### config.mk
export PLATFORM = sky130hd
export DESIGN_NAME = reg_bank_slave
export DESIGN_NICKNAME = d
export VERILOG_FILES = /design/src/rtl/reg_bank_slave.sv
export SDC_FILE = /design/constraint.sdc
export NUM_CORES = 1
export LEC_CHECK = 0
export ABC_CLOCK_PERIOD_IN_PS = 2200
export BUFFER_PORTS_ARGS = -buffer_cell sky130_fd_sc_hd__buf_2
export CAP_MARGIN = 10
export CORE_ASPECT_RATIO = 1.25
export CORE_UTILIZATION = 40
export CTS_BUF_LIST = sky130_fd_sc_hd__clkbuf_8
export CTS_CLUSTER_DIAMETER = 50
export DETAILED_ROUTE_END_ITERATION = 10
export GPL_TIMING_DRIVEN = 0
export HOLD_SLACK_MARGIN = 0.02
export SYNTH_ARGS = -nofsm -noshare
export SYNTH_HDL_FRONTEND = slang
export SYNTH_SLANG_ARGS = --single-unit
### constraint.sdc
create_clock -name clk -period 2.2 [get_ports clk]
set_input_delay 0.22 -clock clk [delete_from_list [all_inputs] [get_ports clk]]
set_output_delay 0.22 -clock clk [all_outputs]
set_load 0.005 [all_outputs]
### src/rtl/reg_bank_slave.sv
// rtl/reg_bank_slave.sv - register bank slave with req/rsp handshake and programmable wait states
module reg_bank_slave #(
    parameter int                DATA_W      = 8,
    parameter int                ADDR_W      = 2,
    parameter int                NUM_REGS    = 4,
    parameter int                WAIT_CYCLES = 1,
    parameter logic [DATA_W-1:0] RESET_VAL   = '0
) (
    input  logic                       clk,
    input  logic                       rstn,
    input  logic                       req_valid,
    output logic                       req_ready,
    input  logic                       req_write,
    input  logic [ADDR_W-1:0]          req_addr,
    input  logic [DATA_W-1:0]          req_wdata,
    output logic                       rsp_valid,
    input  logic                       rsp_ready,
    output logic [DATA_W-1:0]          rsp_rdata,
    output logic                       rsp_err,
    output logic [NUM_REGS*DATA_W-1:0] reg_q
);

    if (NUM_REGS < 1 || NUM_REGS > (1 << ADDR_W)) begin : g_bad_num_regs
        $error("reg_bank_slave: NUM_REGS must be in 1..2**ADDR_W");
    end

    typedef enum logic [1:0] {IDLE, WAIT, RESP} state_t;

    localparam logic [3:0]      WAIT_INIT  = 4'(WAIT_CYCLES);
    localparam logic [ADDR_W:0] NUM_REGS_L = (ADDR_W + 1)'(NUM_REGS);

    state_t              state;
    logic [3:0]          wait_cnt;
    logic                cap_write;
    logic [ADDR_W-1:0]   cap_addr;
    logic [DATA_W-1:0]   cap_wdata;
    logic [DATA_W-1:0]   regs [NUM_REGS];

    logic                accept;
    logic                commit;
    logic                c_write;
    logic                c_in_range;
    logic [ADDR_W-1:0]   c_addr;
    logic [DATA_W-1:0]   c_wdata;
    logic [DATA_W-1:0]   c_rdata;

    assign req_ready = (state == IDLE);
    assign accept    = req_valid && req_ready;

    // With zero wait states the access commits on the accept edge, so it uses the live request.
    always_comb begin
        c_write = cap_write;
        c_addr  = cap_addr;
        c_wdata = cap_wdata;
        commit  = 1'b0;
        if (state == IDLE) begin
            c_write = req_write;
            c_addr  = req_addr;
            c_wdata = req_wdata;
            commit  = accept && (WAIT_CYCLES == 0);
        end else if (state == WAIT) begin
            commit  = (wait_cnt == 4'd1);
        end
    end

    assign c_in_range = ({1'b0, c_addr} < NUM_REGS_L);

    always_comb begin
        c_rdata = '0;
        for (int i = 0; i < NUM_REGS; i++) begin
            if (c_addr == ADDR_W'(i)) begin
                c_rdata = regs[i];
            end
        end
    end

    always_ff @(posedge clk or negedge rstn) begin
        if (!rstn) begin
            state     <= IDLE;
            wait_cnt  <= 4'd0;
            rsp_valid <= 1'b0;
            rsp_rdata <= '0;
            rsp_err   <= 1'b0;
            cap_write <= 1'b0;
            cap_addr  <= '0;
            cap_wdata <= '0;
            for (int i = 0; i < NUM_REGS; i++) begin
                regs[i] <= RESET_VAL;
            end
        end else begin
            case (state)
                IDLE: begin
                    if (accept) begin
                        cap_write <= req_write;
                        cap_addr  <= req_addr;
                        cap_wdata <= req_wdata;
                        if (WAIT_CYCLES == 0) begin
                            state <= RESP;
                        end else begin
                            state    <= WAIT;
                            wait_cnt <= WAIT_INIT;
                        end
                    end
                end
                WAIT: begin
                    wait_cnt <= wait_cnt - 4'd1;
                    if (wait_cnt == 4'd1) begin
                        state <= RESP;
                    end
                end
                RESP: begin
                    if (rsp_ready) begin
                        state     <= IDLE;
                        rsp_valid <= 1'b0;
                    end
                end
                default: state <= IDLE;
            endcase

            if (commit) begin
                rsp_valid <= 1'b1;
                rsp_err   <= !c_in_range;
                rsp_rdata <= (!c_write && c_in_range) ? c_rdata : '0;
                for (int i = 0; i < NUM_REGS; i++) begin
                    if (c_write && c_in_range && c_addr == ADDR_W'(i)) begin
                        regs[i] <= c_wdata;
                    end
                end
            end
        end
    end

    for (genvar g = 0; g < NUM_REGS; g++) begin : g_reg_q
        assign reg_q[g*DATA_W +: DATA_W] = regs[g];
    end

endmodule

==> metrics.md <==
| Metric | Value |
|---|---|
| Final Non-Filler Cells | between 300 and 400 |
| Die height | 93.3 um |
| Core Region | between 6000 and 7000 um^2 |
| Initial antenna violation count | 0 |
| Vias in the first global route | between 1500 and 2000 |
| Leakage power | between 0.0015 and 0.002 uW |
| Post-synth ARST share | 100% |
| Clock latency on the worst-skew pair | around 0.34 ns |
| Remaining Overflow, GRT | 0 |
| RSZ-0062 raised after global routing | no |
| Num Clock Sinks | 58 |
| CP Capture Type | flip-flop |
| Arr. time, crit path | ~2.3 ns |
| Area leader, netlist | dfrtp_1 |
| Antenna-violating nets left | 0 |
| Gr usage total | roughly a fifth |
| Final Hold Viols | 0 |
| Clk_skew | 0.00452 ns |
| Max cap viols | 0 |
| Post-synth top area share | a little over half |
| Crit Path Class | flip-flop to flip-flop |
| Nets | approximately 330 |
| First-pass GRT wire length | slightly above 10000 um |
| Final Routed Wirelength | 6420 um |
| Root Buffer Master | clkbuf_8 |
| Mapped Cells | 238 |
| Worst setup SP type | flip-flop |
| Via/cell ratio | approximately 5.1 |
| Clock Path Buffers | 2 |
| Fmax | about 480 MHz |
| DRC viols | 0 |
| Mapped Area | approximately 2700 um^2 |
| Final min period | between 2 and 2.5 ns |
| Critical path fanouts, max | 10 |
| Dpl cells | 380 |
| H-tree Lvls | 3 |
| CTS tree | yes |
| Port buffer count | 56 |
| Clock transition at path regs | approximately 0.060 ns |
| Outcome | finished clean |
| Register area share after synthesis | 54.5% |
| Max_slew headroom | approximately three fifths |
| Final setup violation count | 0 |
| Area grow syn2layout | 22.9% |
| Starting Density | around 42% |
| Setup_tns | 0 ns |
| Yosys reg bits | 58 |
| Total CTS buffers | 9 |
| Pwr/cell area | between 1000 and 1500 nW/um^2 |
| Ratio of cells with drive above 1 in the final layout | approximately a third |
| Post-synth top cells | dfrtp_1 (58), nand2_1 (34), o21ai_0 (22) |
| Via count | 2012 |
| DPL Wire Length | around 4500 um |
| Prevailing post-synth register cell | dfrtp_1 |
| Max-slew violations | 0 |
| Number of synthesized flops with an enable pin | 0 |
| Initial DRC count | 169 |
| WP data required | approximately 2.4 ns |
| Synth warn | 0 |
| Top cells by area, synth | dfrtp_1 (54%), mux2_2 (6.8%), mux2i_1 (4.9%) |
| Chip width | between 70 and 80 um |
| Synthesized Nets | approximately 260 |
| Routability cong. | ~0.75 |
| Largest net degree at the start of global routing | 34 |
| Mean Syn Cell Area | between 10 and 15 um^2 |
| Most common cell in the netlist | dfrtp_1 |
| Final worst path period share | 94.9% |
| Hold WC Path Type | input pin to flip-flop |
| Die area | roughly 7000 um^2 |
| ANT cells | 0 |
| Max VDD drop | 0.553 mV |
| Worst-margin pin slew | just over 0.6 ns |
| FP Rows | 32 |
| Drt wl/cell | 16.2 um |
| I/O Pins | 58 |
| First drt pass iteration count | 4 |
| Synth cell types | 39 |
metrics by stage:
step / worst slack [ns] / hold slack [ns] / area [um^2] / total power (uW) / utilization (%)
global route: 0.00804 / 0.0741 / 3280 / 5140 / 52.1
detailed placement: -0.0134 / 0.267 / 3070 / 3950 / 48.9
finish: 0.113 / 0.0860 / 3280 / 4780 / 52.1
floorplan: 0.301 / -0.0756 / 2670 / 3220 / -
global placement: 0.00802 / 0.432 / 3050 / 3910 / 48.5
CTS: 0.0276 / 0.0763 / 3250 / 4780 / 51.6
routing by layer:
metal  track usage [%]  vias to the layer above  routed length, um
li1                  -                      979                  -
met1              28.4                      969               2980
met2              30.0                       55               3060
met3              5.50                        9                283
met4              8.81                        0                 95
met5                 0                        -                  0
kinds of logic after synthesis:
kind of cell | Yosys count | synth area share [%]
AO/OA/AOI/OAI | 62 | 13.8
adder cells (fa/ha/maj) | 2 | 0.939
buffers and inverters | 15 | 3.29
flip-flops | 58 | 54.5
multiplexers | 33 | 14.1
other | 1 | 0.141
AND/OR/NAND/NOR | 67 | 13.2
cell type report:
type                       instances  area, um^2
buffer                            12        81.3
timing repair buffer              60         325
clock inverter                     4        16.3
fill                             625        3010
inverter                           3        11.3
sequential                        58        1450
tap                               85         106
clock buffer                       9         124
multi-input combinational        165        1160
timing repair:
action | CTS | global route
setup buffers | 2 | 0
gates resized for setup | 1 | 7
endpoints found under the setup margin | 8 | 21
endpoints found under the hold margin | 25 | 0
hold buffers | 1 | 0
sequential cells by signal, summed over array words and instances (netlist names):
register and count:
reg_q 32, cap_wdata 8, rsp_rdata 8, wait_cnt 4, cap_addr 2, state 2
cap_write 1, rsp_valid 1
worst max-delay path: stages (launching register included):
cell and delay, ns:
dfrtp_1 0.36, buf_2 0.19, nor2_8 0.22, mux2i_4 0.34, buf_6 0.19, mux2_4 0.31, a221oi_2 0.25, o21ai_1 0.10
cell usage in the layout, fill, tap and decap left out, drive strengths merged, types with 3 or more instances in the layout:
cell type,netlist,layout
a211oi,3,3
a21oi,9,9
a221oi,4,4
a22o,5,5
buf,11,69
clkbuf,1,11
dfrtp,58,58
inv,3,6
mux2,17,17
mux2i,16,16
nand2,34,34
nand2b,5,5
nor2,13,13
nor3,4,4
o21ai,38,38
path summary, 6_finish.rpt:
check                                          from                        to  slack [ns]  cells past startpoint
min                                       rsp_ready      state[1]$_DFFE_PN0P_        0.09                      2
min in group asynchronous                      rstn     reg_q[30]$_DFFE_PN0P_        0.43                      2
max reg2reg                    state[1]$_DFFE_PN0P_  rsp_rdata[2]$_DFFE_PN0P_        0.11                      7
min reg2reg                rsp_rdata[1]$_DFFE_PN0P_  rsp_rdata[1]$_DFFE_PN0P_        0.48                      2
max                            state[1]$_DFFE_PN0P_  rsp_rdata[2]$_DFFE_PN0P_        0.11                      7
max in group asynchronous                      rstn  cap_wdata[0]$_DFFE_PN0P_        1.17                      3
power by group:
part           leakage (uW)  switching, uW  total, uW  internal (uW)
Clock             0.0000846            386        760            374
Combinational      0.000773           1190       2220           1040
Sequential         0.000738            309       1800           1490
Total               0.00160           1880       4780           2900
Power figures use the tool's default switching activity.
